<file path="src/rtl/reg_host_bridge_if.sv">
// Host-side request/response handshake bundle for reg_host_bridge.
// master = host, slave = bridge.
interface reg_host_bridge_if;
  logic       req_valid;
  logic       req_ready;
  logic       req_write;
  logic [1:0] req_addr;
  logic [3:0] req_wdata;
  logic       rsp_valid;
  logic       rsp_ready;
  logic [3:0] rsp_rdata;
  logic       rsp_err;

  modport master (
    output req_valid, req_write, req_addr, req_wdata, rsp_ready,
    input  req_ready, rsp_valid, rsp_rdata, rsp_err
  );

  modport slave (
    input  req_valid, req_write, req_addr, req_wdata, rsp_ready,
    output req_ready, rsp_valid, rsp_rdata, rsp_err
  );
endinterface

</file>
<file path="src/rtl/reg_host_bridge.sv">
// Bridges a valid/ready host request/response channel onto one downstream register.
// Define ADDR_CHECK_EN to reject host addresses other than MAP_ADDR with an error response.
module reg_host_bridge #(
  parameter logic [1:0] MAP_ADDR = 2'd0
) (
  input  logic                     clk,
  input  logic                     rst,
  reg_host_bridge_if.slave         bus,
  output logic                     reg_wr,
  output logic                     reg_addr,
  output logic [3:0]               reg_din,
  input  logic [3:0]               reg_dout
);

`ifdef ADDR_CHECK_EN
  localparam bit ADDR_CHECK = 1'b1;
`else
  localparam bit ADDR_CHECK = 1'b0;
`endif

  typedef enum logic [2:0] {IDLE, WR, RD_XFER, RD_CAP, RSP} state_t;

  state_t     state;
  logic       rsp_valid_q;
  logic [3:0] rsp_rdata_q;
  logic       rsp_err_q;
  logic       mapped;

  // With the check disabled every address aliases onto the register.
  assign mapped = (bus.req_addr == MAP_ADDR) || !ADDR_CHECK;

  assign bus.req_ready = (state == IDLE) && !rst;
  assign bus.rsp_valid = rsp_valid_q;
  assign bus.rsp_rdata = rsp_rdata_q;
  assign bus.rsp_err   = rsp_err_q & ADDR_CHECK;

  always_ff @(posedge clk) begin
    if (rst) begin
      state       <= IDLE;
      rsp_valid_q <= 1'b0;
      rsp_rdata_q <= 4'h0;
      rsp_err_q   <= 1'b0;
      reg_wr      <= 1'b0;
      reg_addr    <= 1'b1;
      reg_din     <= 4'h0;
    end else begin
      case (state)
        IDLE: begin
          if (bus.req_valid) begin
            if (!mapped) begin
              state       <= RSP;
              rsp_valid_q <= 1'b1;
              rsp_err_q   <= 1'b1;
              rsp_rdata_q <= 4'h0;
            end else if (bus.req_write) begin
              state    <= WR;
              reg_wr   <= 1'b1;
              reg_addr <= 1'b0;
              reg_din  <= bus.req_wdata;
            end else begin
              state    <= RD_XFER;
              reg_addr <= 1'b0;
            end
          end
        end
        WR: begin
          state       <= RSP;
          reg_wr      <= 1'b0;
          reg_addr    <= 1'b1;
          rsp_valid_q <= 1'b1;
          rsp_err_q   <= 1'b0;
          rsp_rdata_q <= 4'h0;
        end
        RD_XFER: begin
          state    <= RD_CAP;
          reg_addr <= 1'b1;
        end
        // Register output is valid one cycle after the select cycle.
        RD_CAP: begin
          state       <= RSP;
          rsp_valid_q <= 1'b1;
          rsp_err_q   <= 1'b0;
          rsp_rdata_q <= reg_dout;
        end
        RSP: begin
          if (bus.rsp_ready) begin
            state       <= IDLE;
            rsp_valid_q <= 1'b0;
          end
        end
        default: begin
          state    <= IDLE;
          reg_wr   <= 1'b0;
          reg_addr <= 1'b1;
        end
      endcase
    end
  end

endmodule

</file>
<file path="src/flat_wrapper.sv">
// flat-port wrapper written by rule: the top's interface ports become plain ports
module reg_host_bridge_flat 
#(
  parameter logic [1:0] MAP_ADDR = 2'd0
)
  (clk, rst, reg_wr, reg_addr, reg_din, reg_dout, bus_req_valid, bus_req_write, bus_req_addr, bus_req_wdata, bus_rsp_ready, bus_req_ready, bus_rsp_valid, bus_rsp_rdata, bus_rsp_err);
  reg_host_bridge_if bus_i ();
  input  logic clk;
  input  logic rst;
  output logic reg_wr;
  output logic reg_addr;
  output logic [3:0] reg_din;
  input  logic [3:0] reg_dout;
  input wire logic [$bits(bus_i.req_valid)-1:0] bus_req_valid;
  input wire logic [$bits(bus_i.req_write)-1:0] bus_req_write;
  input wire logic [$bits(bus_i.req_addr)-1:0] bus_req_addr;
  input wire logic [$bits(bus_i.req_wdata)-1:0] bus_req_wdata;
  input wire logic [$bits(bus_i.rsp_ready)-1:0] bus_rsp_ready;
  output wire logic [$bits(bus_i.req_ready)-1:0] bus_req_ready;
  output wire logic [$bits(bus_i.rsp_valid)-1:0] bus_rsp_valid;
  output wire logic [$bits(bus_i.rsp_rdata)-1:0] bus_rsp_rdata;
  output wire logic [$bits(bus_i.rsp_err)-1:0] bus_rsp_err;
  assign bus_i.req_valid = bus_req_valid;
  assign bus_i.req_write = bus_req_write;
  assign bus_i.req_addr = bus_req_addr;
  assign bus_i.req_wdata = bus_req_wdata;
  assign bus_i.rsp_ready = bus_rsp_ready;
  assign bus_req_ready = bus_i.req_ready;
  assign bus_rsp_valid = bus_i.rsp_valid;
  assign bus_rsp_rdata = bus_i.rsp_rdata;
  assign bus_rsp_err = bus_i.rsp_err;
  reg_host_bridge #(.MAP_ADDR(MAP_ADDR)) u_core (.clk(clk), .rst(rst), .bus(bus_i), .reg_wr(reg_wr), .reg_addr(reg_addr), .reg_din(reg_din), .reg_dout(reg_dout));
endmodule
</file>
<file path="config.mk">
export PLATFORM = sky130hd
export DESIGN_NAME = reg_host_bridge_flat
export DESIGN_NICKNAME = d
export VERILOG_FILES = /design/src/rtl/reg_host_bridge_if.sv /design/src/rtl/reg_host_bridge.sv /design/src/flat_wrapper.sv
export SDC_FILE = /design/constraint.sdc
export NUM_CORES = 1
export LEC_CHECK = 0
export CORE_MARGIN = 1
export CORE_UTILIZATION = 39
export DETAILED_ROUTE_END_ITERATION = 7
export PLACE_DENSITY = 0.79
export SLEW_MARGIN = 20
export SYNTH_ARGS = -nofsm -noshare
export SYNTH_HDL_FRONTEND = slang
export SYNTH_SLANG_ARGS = --single-unit
</file>
<file path="constraint.sdc">
create_clock -name clk -period 1.4 [get_ports clk]
set_input_delay 0.14 -clock clk [delete_from_list [all_inputs] [get_ports clk]]
set_output_delay 0.14 -clock clk [all_outputs]
set_load 0.05 [all_outputs]
</file>
After elaboration in Yosys (flattened, before gate mapping)
Index checks and enable logic that the tools add are counted.
- register bits: 14
- input bits: 15
- eq/ne operators: 7
- mux-type cells: 12
- bitwise operators: 2
- reduce and logical (&&, ||, !) cells: 13
- operators with widths (operator ; count):
    one-hot mux 3 bit (4 select lines) ; 1
    one-hot mux 4 bit (2 select lines) ; 1
    == test 3 x 2 -> 1 bit, second input constant ; 2
    2-to-1 mux 3 bit ; 2
    inequality test 2 bit, second input constant ; 3
    one-hot mux 1 bit (2 select lines) ; 3
    AND reduction 2 bit ; 3
    AND reduction 3 bit ; 2
    2-to-1 mux 1 bit ; 4
    nonzero test 2 bit ; 2
    OR reduction 2 bit ; 2
    == test 3 x 1 -> 1 bit, second input constant ; 1
    == test 3 bit, second input constant ; 1
    logical NOT 3 bit ; 1
    OR reduction 3 bit ; 1
    2-to-1 mux 2 bit ; 1
    inverter 1 bit ; 2
    logical AND 1 bit ; 1
    logical NOT 1 bit ; 1

Depth between registers and ports, before layout
Gate-level depths: netlist (run 1).
- depth in word-level cells: 4
- mapped depth: 5
- mapped depth without buffers: 3

Least setup slack after synthesis (run 1)
OpenSTA, ideal clock, no wires.
- path type: flip-flop to output port
- from: register u_core.state[1]
- to: output bus_req_ready
- arrival: 2.010 ns
- required time: 1.260 ns
- slack: -0.750 ns
- cell stages (with the launch flop): 3
- buffers on the path: 1
- cell sequence: dfxtp_1 > buf_2 > nor4_1
- word-level cells in the longest chain between the ends: 2
- RTL lines (what ; line ; RTL):
    start: declaration ; reg_host_bridge.sv:23 ; state_t state;
    start signal: assignment ; reg_host_bridge.sv:39 ; state <= IDLE;
    start signal: assignment ; reg_host_bridge.sv:51 ; state <= RSP;
    start signal: assignment ; reg_host_bridge.sv:56 ; state <= WR;
    logical NOT 3 bit ; reg_host_bridge.sv:32 ; assign bus.req_ready = (state == IDLE) && !rst;
    logical AND 1 bit ; reg_host_bridge.sv:32 ;
    end: declaration ; flat_wrapper.sv:19 ; output wire logic [$bits(bus_i.req_ready)-1:0] bus_req_ready;
No other way between the ends.

Worst setup path after layout (run 1)
- from: register u_core.state[0]
- to: output bus_req_ready
Same word-level chain as after synthesis.

==> results.json, run 1 <==
{
  "stdcell_count": 112,
  "end_kind": "output port",
  "grt_util_all_layers_pct": 16.88,
  "fin_util_pct": 61.34,
  "vdd_drop_max_v": 0.0005251,
  "crit_type": "flip-flop to output port",
  "clock-sinks": 14,
  "die_area_mm2": 0.001755,
  "ff2ff_path_depth": 3,
  "worstPathArrival_ns": 1.20,
  "drtIter0Drc": 13,
  "cap_violations": 0,
  "htreeDepth": 1,
  "crit_required_ns": 1.26,
  "globalplace.congestion": 0.7404,
  "syn_nets": 86,
  "avgRoutedWirePerCell_um": 12.63,
  "cts_tree": "done",
  "rsz0062_at_grt": "no",
  "drive_gt1_share_pct": 22.92,
  "syn_avg_cell_area_um2": 8.741,
  "start_util_pct": 41.68,
  "final-setup-viol-count": 0,
  "ys_seq_area_share_pct": 45.16,
  "min_period_ns": 1.338,
  "n_antenna_cell": 0,
  "grt_pass1_vias": 529,
  "io_buffers": 24,
  "start_kind": "flip-flop",
  "die_w_um": 41.89,
  "rows": 14,
  "cts-hold-fix-buffers": 0,
  "clkLatencyLatePin_ns": 0.27,
  "dpl.cell_count": 108,
  "dr_total_vias": 565,
  "routed_via_density": 5.045,
  "fin_nets": 112,
  "yosys_warnings": 0,
  "ioPinCount": 28,
  "min_path_cells": 3,
  "critPathMaxFanout": 8,
  "outcome": "completed",
  "area_delta_synth_final_pct": 47.18,
  "drc_errors": 0,
  "min_period_over_period_pct": 95.60,
  "finClkSkew_ns": 0.001219,
  "cts_buffers": 3,
  "cts_buffer_depth": 2,
  "hp-class": "input pin to flip-flop",
  "tns_ns": 0,
  "post-cts-setup-buffers": 0,
  "wl_um": 1415,
  "timing.fmax_mhz": 747.2,
  "n_fill_cell": 118,
  "grt.overflow.total": 0,
  "grt_pass1_wl_um": 2270,
  "grt_max_degree": 10,
  "layout_common_cells": "dfxtp_1 (14), buf_4 (13), clkdlybuf4s50_1 (12)",
  "die_h_um": 41.89,
  "final_common_cell": "dfxtp_1",
  "netlist_area_um2": 620.6,
  "slew_viol_final": 0,
  "firstDrtPassIters": 4,
  "core_area_mm2": 0.001489,
  "ys_seq_elements": 14,
  "cts_root_buf": "clkbuf_4",
  "synthDistinctLibCells": 26,
  "ctsResizeCount": 0,
  "detail-route-antenna-nets": 0,
  "syn_inst": 71,
  "hold_violations": 0,
  "antenna_found_initial": 0,
  "clkTransAtPathRegs_ns": 0.09,
  "power.density_mw_per_mm2": 1087,
  "leakage_nw": 0.3716,
  "dp_hpwl_um": 1050
}
-- final timing paths --
kind,from,endpoint,slack [ns]
worst max-delay path,u_core.state[0]$_SDFFE_PP0P_,bus_req_ready,0.06
worst min-delay path,reg_dout[2],u_core.bus.rsp_rdata[2]$_SDFFE_PP0P_,0.43
worst max register to register,u_core.state[2]$_SDFFE_PP0P_,u_core.reg_addr$_SDFFE_PP1P_,0.18
worst min register to register,u_core.bus.rsp_rdata[0]$_SDFFE_PP0P_,u_core.bus.rsp_rdata[0]$_SDFFE_PP0P_,0.45
-- critical path: stages, from the launching register on --
cell	delay, ns
dfxtp_1	0.40
nor4_4	0.35
buf_12	0.18
-- per-layer routing --
layer,track usage (%),wire [um],vias up
met3,3.478,48,2
met4,9.032,14,0
met1,20.98,648,264
li1,-,-,286
met5,0,0,-
met2,27.19,703,13
-- state kept, by name (all words and copies together), names as in the netlist --
name	flops
u_core.bus.rsp_rdata	4
u_core.state	3
u_core.reg_din	4
u_core.bus.rsp_valid	1
u_core.reg_wr	1
u_core.reg_addr	1
-- cells by family after synthesis --
group | count (synthesis) | synth area share (%)
AND/OR/NAND/NOR | 29 | 27.42
flip-flops | 14 | 45.16
AO/OA/AOI/OAI | 13 | 12.10
buffers and inverters | 10 | 8.266
multiplexers | 4 | 6.452
other | 1 | 0.6043
-- synth_stat cells --
master,instances,area share (%)
a21o_1,1,1.2
nor4_1,3,3.0
dfxtp_1,14,45
nor3_1,1,0.81
nor2_2,1,1.0
a311oi_1,1,1.4
nor2_1,1,0.60
mux2i_1,4,6.5
and2b_1,1,1.2
clkbuf_1,2,1.2
inv_1,4,2.4
buf_2,2,1.6
a211oi_1,1,1.2
nand2b_1,8,8.1
nand3b_1,1,1.2
o21ai_0,1,0.81
conb_1,1,0.60
nor2b_1,2,2.0
a31oi_1,1,1.0
nand2_1,4,2.4
nand3_1,5,4.0
buf_6,1,1.8
and4_4,1,1.8
buf_4,1,1.2
a21oi_1,8,6.5
or2b_1,1,1.2
-- layout make-up --
class                      count  area [um2]  share of cell area (%)
timing repair buffer          27       257.7                   28.22
inverter                       4       15.01                   1.644
sequential                    14       280.3                   30.68
multi-input combinational     47       304.0                   33.29
clock buffer                   4       36.28                   3.973
tap                           16       20.02                   2.192
-- metrics by stage --
stage / hold slack, ns / setup slack [ns] / total power [W] / area, um2
floorplan: 0.2554 / 0.1313 / 0.0006100 / 635.6
global placement: 0.4390 / 0.1348 / 0.0007058 / 877.1
detailed placement: 0.4449 / 0.1091 / 0.0007121 / 877.1
CTS: 0.4245 / 0.05423 / 0.001001 / 913.4
global route: 0.4338 / 0.01627 / 0.001042 / 913.4
finish: 0.4343 / 0.06167 / 0.0009933 / 913.4
-- power by group --
part	total [W]	switching [W]	leakage (nW)	internal, W
clock	0.000290	0.000132	0.0210	0.000158
sequential	0.000447	0.0000265	0.114	0.000421
combinational	0.000257	0.000141	0.236	0.000116
total	0.000993	0.000299	0.372	0.000694
Note: power is estimated with default switching activity, not from simulation.
==> inputs of run 2 (changes only) <==
Settings changed: MAX_ROUTING_LAYER set to met4.
==> results of run 2 <==
Final layout, timing and power as in run 1 (identical DEF).
Among the figures that moved: final weighted congestion in routability-driven placement 0.7404 -> 0.7496; overall routing resource usage 16.88% -> 17.35%
==> inputs of run 3 (changes only) <==
Settings changed: CORE_UTILIZATION 39 to 42, PLACE_DENSITY 0.79 to 0.84.
Clock period 1.4 ns to 1.7 ns, I/O delays scaled along.
==> run 3 against run 2 <==
Clock skew increased by 0.00069 ns. Combinational power down 23%. Final cell count down 2.7%. Sequential share of layout area rose by 0.34 points. First-iteration DRC count is the same. Non-clock buffer count shrank 2. Clock-buffer cell count unchanged. Clock power shrank 19%. Sequential power is 18% lower. Worst hold slack gained 0.020 ns. Via count decreased by 2.8%.
==> results.json, run 3 (synthesis gave the netlist of run 1 again) <==
{
  "outcome": "completed",
  "crit_family": "buffers and inverters",
  "fin_nets": 110,
  "grt.overflow.total": 0,
  "cts_root_buf": "clkbuf_4",
  "crit_required_ns": 1.53,
  "die_h_um": 40.44,
  "cts-hold-fix-buffers": 0,
  "drtIter0Drc": 13,
  "rows": 13,
  "cp_cell_sequence": "clkdlybuf4s50_1",
  "antenna_found_initial": 0,
  "drive_gt1_share_pct": 9.574,
  "vdd_drop_max_v": 0.0005065,
  "rsz0062_at_grt": "no",
  "start_util_pct": 46.53,
  "fin_hold_ws_ns": 0.4540,
  "cts_buffers": 3,
  "worstPathArrival_ns": 1.45,
  "grt_pass1_wl_um": 2021,
  "clkLatencyLatePin_ns": 0.28,
  "worst-path-buf-inv": 1,
  "leakage_nw": 0.3340,
  "hp-class": "flip-flop to flip-flop",
  "critPathMaxFanout": 3,
  "ioPinCount": 28,
  "dpl_worst_slack_ns": 0.4008,
  "routed_via_density": 5.037,
  "grt_util_all_layers_pct": 21.34,
  "layout_common_cells": "clkdlybuf4s50_1 (23), dfxtp_1 (14), a21oi_1 (8), nand2b_1 (8), nand3_1 (5)",
  "ctsResizeCount": 0,
  "start_kind": "flip-flop",
  "critPathMaxStageDelay_ns": 0.81,
  "cts_buffer_depth": 2,
  "io_buffers": 24,
  "power.density_mw_per_mm2": 885.9,
  "cts_tree": "done",
  "tns_ns": 0,
  "stdcell_count": 109,
  "crit_type": "flip-flop to output port",
  "min_period_over_period_pct": 95.55,
  "clock-sinks": 14,
  "fin_ws_ns": 0.07557,
  "post-cts-setup-buffers": 0,
  "htreeDepth": 1,
  "drc_errors": 0,
  "slew_headroom_pct": 66.65,
  "wl_um": 1388,
  "area_delta_synth_final_pct": 45.56,
  "grt_pass1_vias": 432,
  "critPathSlowestCell": "clkdlybuf4s50_1",
  "grt_max_degree": 19,
  "end_kind": "output port",
  "die_area_mm2": 0.001635,
  "n_antenna_cell": 0,
  "detail-route-antenna-nets": 0,
  "die_w_um": 40.44,
  "min_period_ns": 1.624,
  "clkTransAtPathRegs_ns": 0.08,
  "dpl.cell_count": 105,
  "final_common_cell": "clkdlybuf4s50_1",
  "globalplace.congestion": 0.7809,
  "slew_viol_final": 0,
  "finClkSkew_ns": 0.001912,
  "dr_total_vias": 549,
  "final-setup-viol-count": 0,
  "timing.fmax_mhz": 615.6,
  "avgRoutedWirePerCell_um": 12.73,
  "worst_slew_pin_slew_ns": 0.4987,
  "core_area_mm2": 0.001334,
  "hold_violations": 0,
  "cap_violations": 0,
  "dp_hpwl_um": 975.9,
  "firstDrtPassIters": 4
}
-- run 3: layer usage --
layer  share of wire (%)  routed length [um]  vias up  global-route usage (%)
met3                 5.5                  77        5                   8.333
met1                  43                 601      241                   24.66
met5                   0                   0        -                       -
met2                  48                 666       19                   28.57
li1                    -                   -      284                       -
met4                 3.0                  42        0                   17.50
-- run 3: layout make-up --
| class | instances | area, um2 |
|---|---|---|
| Multi-Input combinational cell | 47 | 295.3 |
| Timing Repair Buffer | 25 | 257.7 |
| Fill cell | 114 | 430.4 |
| Sequential cell | 14 | 280.3 |
| Clock buffer | 4 | 36.28 |
| Tap cell | 15 | 18.77 |
| Inverter | 4 | 15.01 |
-- run 3: path summary, 6_finish.rpt --
check             slack, ns  cells past startpoint                                   end                            startpoint
setup / recovery       0.08                      1                              reg_addr          u_core.reg_addr$_SDFFE_PP1P_
hold / removal         0.45                      2  u_core.bus.rsp_rdata[2]$_SDFFE_PP0P_  u_core.bus.rsp_rdata[2]$_SDFFE_PP0P_
setup reg to reg       0.46                      3        u_core.reg_din[1]$_SDFFE_PP0P_          u_core.state[1]$_SDFFE_PP0P_
hold reg to reg        0.45                      2  u_core.bus.rsp_rdata[2]$_SDFFE_PP0P_  u_core.bus.rsp_rdata[2]$_SDFFE_PP0P_
-- run 3: report_power, final --
| part | switching, W | leakage [nW] | internal (W) | total, W |
|---|---|---|---|---|
| combinational | 0.000110 | 0.199 | 0.0000883 | 0.000199 |
| clock | 0.000104 | 0.0210 | 0.000130 | 0.000235 |
| sequential | 0.0000207 | 0.114 | 0.000346 | 0.000367 |
-- run 3: through the flow --
stage / total power, W / instance area [um2] / util (%)
6_report: 0.0008003 / 903.4 / 67.73
5_1_grt: 0.0008395 / 903.4 / 67.73
4_1_cts: 0.0008126 / 903.4 / 67.73
3_5_place_dp: 0.0005736 / 867.1 / 65.01
3_3_place_gp: 0.0005694 / 867.1 / 65.01
2_1_floorplan: 0.0004981 / 626.9 / -
-- run 3: tightest hold or removal path, stage by stage, from the launching register on --
cell and delay [ns]:
dfxtp_1 0.31, nand2_1 0.05, a21oi_1 0.05
